--- config.mk ---
export PLATFORM = sky130hd
export DESIGN_NAME = fwd_hazard_unit
export DESIGN_NICKNAME = d
export VERILOG_FILES = /design/src/rtl/fwd_pkg.sv /design/src/rtl/fwd_port_match.sv /design/src/rtl/fwd_hazard_unit.sv
export SDC_FILE = /design/constraint.sdc
export NUM_CORES = 1
export LEC_CHECK = 0
export ABC_AREA = 1
export CORE_AREA = 2 2 77 79
export DETAILED_ROUTE_END_ITERATION = 10
export DIE_AREA = 0 0 79 81
export GPL_ROUTABILITY_DRIVEN = 1
export HOLD_SLACK_MARGIN = 0.12
export PLACE_DENSITY = 0.67
export SLEW_MARGIN = 10
export SYNTH_ARGS = -nofsm -noshare
export SYNTH_HDL_FRONTEND = slang
export SYNTH_SLANG_ARGS = --single-unit
--- constraint.sdc ---
create_clock -name clk -period 4.65 [get_ports clk]
set_input_delay 0.465 -clock clk [delete_from_list [all_inputs] [get_ports clk]]
set_output_delay 0.465 -clock clk [all_outputs]
set_load 0.1 [all_outputs]
--- src/rtl/fwd_pkg.sv ---
`default_nettype none
// ============================================================================
// Module      : fwd_pkg
// Description : Shared types and default constants for the forwarding /
//               hazard unit. Holds the shadow-pipeline entry struct, the
//               default parameter values and the default zero register.
// Revision    : 1.0 - initial release
// ============================================================================
package fwd_pkg;

  localparam int NRD_DEF    = 3;   // decode read ports
  localparam int NST_DEF    = 3;   // forwardable stages (1=EX, 2=MEM, 3=WR)
  localparam int AW_DEF     = 5;   // register address width
  localparam int ZR_DEF     = 31;  // zero register, never forwarded
  localparam int LD_LAT_DEF = 1;   // stages where a load result is not ready
  localparam int CW_DEF     = 16;  // load-use counter width

  // Entries store addresses zero-extended to AW_MAX bits so one struct type
  // serves every AW setting; AW must not exceed AW_MAX.
  localparam int AW_MAX = 8;

  typedef struct packed {
    logic              valid;
    logic [AW_MAX-1:0] rd;
    logic              regwrite;
    logic              memread;
  } shadow_t;

endpackage : fwd_pkg
`default_nettype wire

--- src/rtl/fwd_port_match.sv ---
`default_nettype none
// ============================================================================
// Module      : fwd_port_match
// Description : Priority match of one decode read port against the shadow
//               pipeline. Reports the youngest matching stage and whether the
//               match hits a load whose data is not yet forwardable.
// Ports       : rs_addr  - source register of this port
//               rs_used  - port actually reads its register
//               entries  - shadow entries, entries[k-1] mirrors stage k
//               sel      - 0 = register file, k = forward from stage k
//               lu_hit   - port matches a not-yet-ready load result
// Revision    : 1.0 - initial release
// ============================================================================
module fwd_port_match
  import fwd_pkg::*;
#(
  parameter int NST    = NST_DEF,
  parameter int AW     = AW_DEF,
  parameter int ZR     = ZR_DEF,
  parameter int LD_LAT = LD_LAT_DEF,
  parameter int SW     = $clog2(NST + 1)
) (
  input  logic                  [AW-1:0] rs_addr,
  input  logic                           rs_used,
  input  shadow_t              [NST-1:0] entries,
  output logic                  [SW-1:0] sel,
  output logic                           lu_hit
);

  logic [AW_MAX-1:0] w_addr;
  logic [NST-1:0]    w_match;

  assign w_addr = AW_MAX'(rs_addr);

  generate
    for (genvar k = 0; k < NST; k++) begin : g_match
      // A destination of ZR is kept in the entry but can never be a source
      // of forwarded data.
      assign w_match[k] = rs_used
                        && entries[k].valid
                        && entries[k].regwrite
                        && (entries[k].rd == w_addr)
                        && (entries[k].rd != AW_MAX'(ZR));
    end
  endgenerate

  always_comb begin
    sel    = '0;
    lu_hit = 1'b0;
    // Scan oldest to youngest so the youngest match overwrites the rest.
    for (int k = NST - 1; k >= 0; k--) begin
      if (w_match[k]) begin
        sel = SW'(k + 1);
      end
    end
    for (int k = 0; k < NST; k++) begin
      if (w_match[k] && entries[k].memread && (k < LD_LAT)) begin
        lu_hit = 1'b1;
      end
    end
  end

endmodule : fwd_port_match
`default_nettype wire

--- src/rtl/fwd_hazard_unit.sv ---
`default_nettype none
// ============================================================================
// Module      : fwd_hazard_unit
// Description : Operand forwarding select and load-use hazard detection for
//               an in-order pipeline. A shadow pipeline of NST entries tracks
//               the destination of every instruction downstream of decode.
// Ports       : clk, reset        - clock, synchronous active-high reset
//               issue_*           - instruction currently in decode
//               rs_addr / rs_used - decode read ports
//               flush             - squash the decode instruction
//               ext_stall         - global pipeline freeze
//               fwd_sel           - per-port forwarding source (0 = regfile)
//               stall_dec         - hold PC and decode this cycle
//               bubble_ex         - NOP enters stage 1 at the next edge
//               lu_count          - saturating count of load-use bubbles
// Revision    : 1.0 - initial release
// ============================================================================
module fwd_hazard_unit
  import fwd_pkg::*;
#(
  parameter int NRD    = NRD_DEF,
  parameter int NST    = NST_DEF,
  parameter int AW     = AW_DEF,
  parameter int ZR     = ZR_DEF,
  parameter int LD_LAT = LD_LAT_DEF,
  parameter int CW     = CW_DEF,
  localparam int SW    = $clog2(NST + 1)
) (
  input  logic                     clk,
  input  logic                     reset,
  input  logic                     issue_valid,
  input  logic [AW-1:0]            issue_rd,
  input  logic                     issue_regwrite,
  input  logic                     issue_memread,
  input  logic [NRD-1:0][AW-1:0]   rs_addr,
  input  logic [NRD-1:0]           rs_used,
  input  logic                     flush,
  input  logic                     ext_stall,
  output logic [NRD-1:0][SW-1:0]   fwd_sel,
  output logic                     stall_dec,
  output logic                     bubble_ex,
  output logic [CW-1:0]            lu_count
);

  shadow_t [NST-1:0]         r_shadow;
  logic    [NRD-1:0][SW-1:0] w_sel;
  logic    [NRD-1:0]         w_lu_port;
  logic                      w_load_use;
  shadow_t                   w_issue;

  generate
    for (genvar p = 0; p < NRD; p++) begin : g_port
      fwd_port_match #(
        .NST    (NST),
        .AW     (AW),
        .ZR     (ZR),
        .LD_LAT (LD_LAT),
        .SW     (SW)
      ) u_match (
        .rs_addr (rs_addr[p]),
        .rs_used (rs_used[p]),
        .entries (r_shadow),
        .sel     (w_sel[p]),
        .lu_hit  (w_lu_port[p])
      );

      // A port waiting on a load must not pick up the stale stage value.
      assign fwd_sel[p] = (issue_valid && w_lu_port[p]) ? '0 : w_sel[p];
    end
  endgenerate

  assign w_load_use = issue_valid && (|w_lu_port);
  assign stall_dec  = ext_stall || (w_load_use && !flush);
  // A flush always bubbles; a freeze suppresses any bubble since nothing moves.
  assign bubble_ex  = !ext_stall && (w_load_use || flush || !issue_valid);

  assign w_issue = '{valid:    1'b1,
                     rd:       AW_MAX'(issue_rd),
                     regwrite: issue_regwrite,
                     memread:  issue_memread};

  always_ff @(posedge clk) begin
    if (reset) begin
      r_shadow <= '0;
      lu_count <= '0;
    end else if (!ext_stall) begin
      for (int k = NST - 1; k > 0; k--) begin
        r_shadow[k] <= r_shadow[k-1];
      end
      r_shadow[0] <= bubble_ex ? '0 : w_issue;
      if (w_load_use && !flush && (lu_count != {CW{1'b1}})) begin
        lu_count <= lu_count + CW'(1);
      end
    end
  end

endmodule : fwd_hazard_unit
`default_nettype wire

# Word-level counts from Yosys, hierarchy flattened

Index checks and enable logic that the tools add are counted.

Flip-flop bits (word level): 47
Bits of input ports: 30

Mux-type cells: 16
Reductions and logical operators: 54
Add/subtract/negate cells: 1
Bitwise gates (word level): 1
Eq/ne operators: 13

Operators with widths:

| cell                                                  | count |
|---|---|
| == test 8 x 5 -> 1 bit                                | 9 |
| logical AND 1 bit                                     | 46 |
| 2-to-1 mux 2 bit                                      | 12 |
| inequality test 8 x 5 -> 1 bit, second input constant | 3 |
| adder 16 x 1 -> 16 bit, second input constant         | 1 |
| inequality test 16 bit, second input constant         | 1 |
| 2-to-1 mux 11 bit                                     | 1 |
| logical NOT 1 bit                                     | 3 |
| logical OR 1 bit                                      | 3 |
| 2-to-1 mux 1 bit                                      | 3 |
| OR reduction 3 bit                                    | 1 |
| AND reduction 2 bit                                   | 1 |
| inverter 1 bit                                        | 1 |

# Logic depth before layout (Yosys ltp)

Gate-level depths: netlist (run 1).

Depth after elaboration: 12
Depth in mapped cells: 13

# Modules after synthesis

A second synthesis (run 1) with hierarchy kept.

Cell total of the unflattened synthesis: 603
Area total of the unflattened synthesis: 3,188.1 µm²

Modules (own cells, without submodules):

| module          | area each (µm²) | times used | cells each |
|---|---|---|---|
| fwd_hazard_unit | 1,983.2         | 1          | 309 |
| fwd_port_match  | 401.6           | 3          | 98 |

# Worst setup path after synthesis (run 1)

Ideal clock, no wire load.

Path kind: register to output
Start: register r_shadow[17] (netlist name)
End: output fwd_sel[4] (netlist name)
Stages on the path, launching flop included: 8
Required time: 4.185 ns
Path buffers: 1
Data arrival time: 3.245 ns
Path slack: 0.940 ns
Path through: dfxtp_1 clkbuf_1 nand2_1 nor4_1 nor4_1 inv_1 nand2_1 a21boi_0

RTL lines:

| element                         | RTL line              | RTL |
|---|---|---|
| start, declared                 | fwd_hazard_unit.sv:45 | `shadow_t [NST-1:0] r_shadow;` |
| start signal, assigned by index | fwd_hazard_unit.sv:88 | `r_shadow[k] <= r_shadow[k-1];` |
| end, declared                   | fwd_hazard_unit.sv:39 | `output logic [NRD-1:0][SW-1:0] fwd_sel,` |

==> metrics.yaml, run 1 <==
num_antenna_cells: 0
setup_viol: 0
hold_path_class: "flop to flop"
place_ws_ns: 1.239
p_clk_share_pct: 42.6
grt_pass1_wl_um: 10950
portBuffers: 53
globalplace.congestion: 0.9472
rows: 28
yosys-top-cells-count: "81 x nand2_1, 58 x nor2_1, 47 x inv_1"
reg2regPathDepth: 12
startpoint_type: "flop"
synth-seq-cells: 38
syn_area_per_cell_um2: 6.471
synthDistinctLibCells: 30
area_growth_syn_to_layout_pct: 28.69
leakagePower_uw: 0.001264
skew_ns: 0.007140
netSwitchingPower_uw: 209.7
synthTopCellsByArea: "dfxtp_1 32%, nand2_1 13%, nor2_1 9.0%"
track_usage_pct: 21.97
fin_ws_ns: 1.173
multi_input_area_mm2: 0.001398
nets: 452
viasPerCell: 4.964
postCtsSetupRepairBufs: 0
synth_ff_type: "dfxtp_1"
synth_top_cell_by_area: "dfxtp_1"
vias: 2467
core_mm2: 0.005675
fillers: 570
synth-edff-count: 0
root_buffer: "clkbuf_8"
maxCapViolCount: 0
rsz0062_at_grt: "no"
grt_pass1_vias: 2283
status: "finished clean"
initial_core_util_pct: 42.42
intPower_uw: 621.5
post-dp-hpwl_um: 5198
p_total_uw: 831.1
worstHoldPathCells: 2
drt_iter0_markers: 179
tns_ns: 0
synth_cells: 372
drc: 0
detail-route-antenna-nets: 0
wl_um: 6805
fin_crit_ns: 3.477
r2r_end: "lu_count[10]$_SDFFE_PP0P_"
async_flop_share_pct: 0
cp.required_ns: 4.18
cts_buffers: 5
powerDensity_mw_per_mm2: 268.3
hold_viol_final: 0
arrival_ns: 3.01
syn_nets: 403
rr_startpoint: "r_shadow[4]$_SDFFE_PP0N_"
period_share_pct: 74.77
cts.clk_slew.worst_paths_ns: 0.08
ios: 54
path_max_fanout: 5
numClockSinks: 38
wl_per_cell_um: 13.69
synth_top_area_share_pct: 31.60
min_from: "r_shadow[0]$_SDFFE_PP0N_"
syn_area_mm2: 0.002407
clk_path_buf_depth: 2
final_layout_size_suffix_gt1_share_pct: 6.161
worstSkewPairLatency_ns: 0.30
grt_max_degree: 32
first_pass_iters: 4
die_area_mm2: 0.006399
ir_drop_mv: 0.1879
slew_headroom_pct: 34.84
synth_most_common_cell: "nand2_1"
die_w_um: 79
cts_resized: 0
cts_tree: "yes"
gr-total-overflow: 0
h-tree-depth: 2
sw_frac_of_total_pct: 25.23
seqCellArea_um2: 760.7
worstMarginPinSlew_ns: 0.9744
holdWs_ns: 0.4748
slew_violations: 0
combPwrFrac_pct: 14.8
die_y_um: 81
crit_type: "flop to primary output"
holdPathEnd: "r_shadow[0]$_SDFFE_PP0N_"
rrSetupSlack_ns: 2.41
ys_seq_area_share_pct: 31.60
hold_buffers: 0
antenna_found_initial: 0
max_clock_freq_mhz: 287.6
worst_setup_path_end_kind: "primary output"
ys_warn_count: 0
p_seq_share_pct: 42.6
==> sequential cells by signal, indices dropped and copies added, names as in the netlist <==
register	flops
r_shadow	22
lu_count	16
==> cell families after synthesis <==
kind of cell / after synthesis / synth area share [%]
simple gates: 185 / 33.94
buf+inv: 60 / 10.34
compound gates: 59 / 13.05
flops: 38 / 31.60
xor+xnor: 29 / 10.55
fa+ha+maj: 1 / 0.5197
==> layer usage <==
layer  global-route usage, %  share of wire (%)  up-vias
li1                        -                  -     1284
met1                   28.89                 46     1091
met2                   35.34                 44       80
met3                   4.556                6.5       12
met4                   8.793                2.9        0
met5                       0                  0        -
==> cell usage in the layout (no fill, tap or decap), types with 2 or more instances in the layout <==
master / instances
a21oi_1: 23
o21a_1: 2
buf_4: 7
o21ai_0: 27
inv_1: 47
dfxtp_1: 38
or2_2: 3
xnor2_1: 23
nor4_1: 7
nor3b_1: 3
a21boi_0: 2
nand4_1: 13
nand3_2: 2
nand2_1: 81
clkdlybuf4s50_1: 47
nor2_4: 2
clkbuf_8: 6
o21ai_1: 2
nand3_1: 12
bufinv_16: 2
nor3_1: 2
xor2_1: 6
nor2_1: 58
==> area by class of cell <==
cell class	instances	share of cell area [%]
repair buffers	54	16.88
clock inverters	2	1.939
inverters	48	5.816
multi-input cells	274	45.11
flip-flops and latches	38	24.56
well taps	75	3.029
clock buffers	6	2.666
==> stage by stage <==
step	area [um^2]	instances	util [%]
after CTS	3098	497	54.59
final	3098	497	54.59
after floorplan	2407	372	-
after global routing	3098	497	54.59
after detailed placement	2955	489	52.07
after global placement	2955	489	52.07
==> power groups by stage <==
stage	Clock (uW)	Combinational, uW	Sequential (uW)
finish	354	123	354
global route	376	136	356
CTS	360	123	354
detailed placement	0	122	361
global placement	0	123	362
floorplan	0	79.1	353
==> critical path: stages (launching register included) <==
cell	delay, ns
dfxtp_1	0.45
inv_1	0.12
nor4_1	0.58
inv_1	0.11
nand4_1	0.13
a21oi_1	0.07
a21oi_1	0.12
clkdlybuf4s50_1	1.14
==> worst max-delay path by stage <==
stage	to	slack [ns]	cells past startpoint	start
6_report	fwd_sel[2]	1.17	7	r_shadow[15]$_SDFFE_PP0N_
2_1_floorplan	fwd_sel[4]	0.94	7	r_shadow[17]$_SDFFE_PP0N_
3_5_place_dp	fwd_sel[3]	1.24	10	rs_addr[5]
3_3_place_gp	fwd_sel[3]	1.27	10	rs_addr[5]
5_1_grt	fwd_sel[3]	1.07	10	rs_addr[5]
4_1_cts	fwd_sel[3]	1.23	10	rs_addr[5]
No activity file was read; power rests on OpenSTA's default activity.
==> run 2, diff against run 1 <==
==> constraint.sdc (replaced) <==
create_clock -name clk -period 3.3 [get_ports clk]
set_input_delay 0.33 -clock clk [delete_from_list [all_inputs] [get_ports clk]]
set_output_delay 0.33 -clock clk [all_outputs]
set_load 0.1 [all_outputs]
==> metrics.yaml, run 2 (synthesis gave the netlist of run 1 again) <==
status: "finished clean"  # unchanged
cp.required_ns: 2.97  # was 4.18 ns
leakagePower_uw: 0.001260  # was 0.001264 uW
area_growth_syn_to_layout_pct: 27.65  # was 28.69%
track_usage_pct: 21.26  # was 21.97%
slew_violations: 0  # unchanged
portBuffers: 53  # unchanged
critPathMaxStageDelay_ns: 0.59  # was 1.14 ns
path_max_fanout: 5  # unchanged
drc: 0  # unchanged
globalplace.congestion: 0.8744  # was 0.9472
startpoint_type: "flop"  # unchanged
fin_ws_ns: 0.7294  # was 1.173 ns
holdPathEnd: "lu_count[9]$_SDFFE_PP0P_"  # was r_shadow[0]$_SDFFE_PP0N_
viasPerCell: 4.915  # was 4.964
crit_family: "simple AND/OR/NAND/NOR gates"  # was buffers and inverters
period_share_pct: 77.90
reg2regPathDepth: 10  # was 12
postCtsSetupRepairBufs: 0  # unchanged
die_w_um: 79  # unchanged
tns_ns: 0  # unchanged
rsz0062_at_grt: "no"  # unchanged
holdWs_ns: 0.4678  # was 0.4748 ns
crit_type: "flop to primary output"  # unchanged
grt_max_degree: 32  # unchanged
slew_headroom_pct: 33.89  # was 34.84%
die_area_mm2: 0.006399  # unchanged
hold_viol_final: 0  # unchanged
powerDensity_mw_per_mm2: 322.2  # was 268.3 mW/mm^2
root_buffer: "clkbuf_8"  # unchanged
worstSkewPairLatency_ns: 0.29  # was 0.30 ns
place_ws_ns: 0.8199  # was 1.239 ns
nets: 454  # was 452
antenna_found_initial: 0  # unchanged
max_clock_freq_mhz: 389.0
cts.clk_slew.worst_paths_ns: 0.08  # about the same
ios: 54  # unchanged
rows: 28  # unchanged
numClockSinks: 38  # unchanged
rr_startpoint: "r_shadow[5]$_SDFFE_PP0N_"  # was r_shadow[4]$_SDFFE_PP0N_
gr-total-overflow: 0  # unchanged
die_y_um: 81  # unchanged
wl_per_cell_um: 13.02  # was 13.69 um
cp_slowest_cell: "nor4_1"  # was clkdlybuf4s50_1
skew_ns: 0.009783  # was 0.007140 ns
setup_viol: 0  # unchanged
worst_setup_path_end_kind: "primary output"  # unchanged
hold_buffers: 0  # unchanged
final_common_cell: "nand2_1"  # unchanged
r2r_end: "lu_count[10]$_SDFFE_PP0P_"  # unchanged
vias: 2443  # was 2,467
arrival_ns: 2.24  # was 3.01 ns
rrSetupSlack_ns: 1.15  # was 2.41 ns
ir_drop_mv: 0.2776  # was 0.1879 mV
h-tree-depth: 2  # unchanged
fin_crit_ns: 2.571
largest_reg_flops: 22  # unchanged
post-dp-hpwl_um: 5075  # was 5198 um
maxCapViolCount: 0  # unchanged
clk_path_buf_depth: 2  # unchanged
cts_buffers: 5  # unchanged
worstHoldPathCells: 2  # unchanged
min_from: "lu_count[9]$_SDFFE_PP0P_"  # was r_shadow[0]$_SDFFE_PP0N_
num_antenna_cells: 0  # unchanged
regMostFlops: "r_shadow"  # unchanged
hold_path_class: "flop to flop"  # unchanged
grt_pass1_vias: 2179  # was 2,283
cts_resized: 0  # unchanged
drt_iter0_markers: 112  # was 179
grt_pass1_wl_um: 10580  # was 10,950 um
final_layout_size_suffix_gt1_share_pct: 6.635  # was 6.161%
cts_tree: "yes"  # unchanged
crit_chain: "inv_1, nor4_1, nor4_1, inv_1, nand2_1, a21boi_1, buf_4"  # was inv_1, nor4_1, inv_1, nand4_1, a21oi_1, a21oi_1, clkdlybuf4s50_1
fillers: 634  # was 570
worstMarginPinSlew_ns: 0.9885  # was 0.9744 ns
wl_um: 6473  # was 6805 um
detail-route-antenna-nets: 0  # unchanged
top_regs: "r_shadow: 22 flops, lu_count: 16 flops"  # unchanged
cp.buffers_inverters: 3  # unchanged
mostFrequentLayoutCells: "81 x nand2_1, 58 x nor2_1, 47 x inv_1"  # was 81 x nand2_1, 58 x nor2_1, 47 x inv_1, 47 x clkdlybuf4s50_1, 38 x dfxtp_1
first_pass_iters: 4  # unchanged
initial_core_util_pct: 42.42  # unchanged
core_mm2: 0.005675  # unchanged
[run 2: area by class of cell]
type                       instances  area, um^2  share of cell area, %
multi-input combinational        274        1398                  45.48
timing repair buffer              56       558.0                  18.16
sequential                        38       760.7                  24.76
inverter                          48       180.2                  5.863
tap                               75       93.84                  3.054
clock buffer                       6       82.58                  2.687
[run 2: tightest hold or removal path: cells and delay by family, from the launching register on]
kind,cells,cell delay [ns]
AOI/OAI and AO/OA,1,0.06
buffers and inverters,1,0.06
DFF,1,0.31
[run 2: worst max-delay path by stage]
| stage | to | from | slack (ns) | depth (start not counted) |
|---|---|---|---|---|
| floorplan | fwd_sel[2] | r_shadow[17]$_SDFFE_PP0N_ | 0.39 | 7 |
| detailed placement | lu_count[10]$_SDFFE_PP0P_ | rs_addr[1] | 0.82 | 11 |
| CTS | fwd_sel[0] | r_shadow[15]$_SDFFE_PP0N_ | 0.65 | 7 |
| global placement | lu_count[10]$_SDFFE_PP0P_ | rs_addr[12] | 0.85 | 13 |
| global route | fwd_sel[4] | r_shadow[15]$_SDFFE_PP0N_ | 0.59 | 7 |
| finish | fwd_sel[4] | r_shadow[15]$_SDFFE_PP0N_ | 0.73 | 7 |
[run 2: metrics by stage]
| stage | std cells | area, um^2 | utilization (%) | power (uW) |
|---|---|---|---|---|
| 2_1_floorplan | 372 | 2407 | - | 608.8 |
| 3_3_place_gp | 491 | 2990 | 52.69 | 686.5 |
| 3_5_place_dp | 491 | 2990 | 52.69 | 686.9 |
| 4_1_cts | 497 | 3073 | 54.14 | 1002 |
| 5_1_grt | 497 | 3073 | 54.14 | 1039 |
| 6_report | 497 | 3073 | 54.14 | 990.1 |
[run 2: report_power, final]
group          total [uW]  internal [uW]  switching (uW)
Sequential            498            474            24.4
Clock                 314            161             152
Combinational         178           84.4            93.6
[run 2: metal layers]
layer	vias to the layer above	global-route usage [%]	wire, um
li1	1286	-	-
met1	1093	27.95	3007
met2	60	36.10	3098
met3	4	4.111	332
met4	0	5.172	34
met5	-	0	0
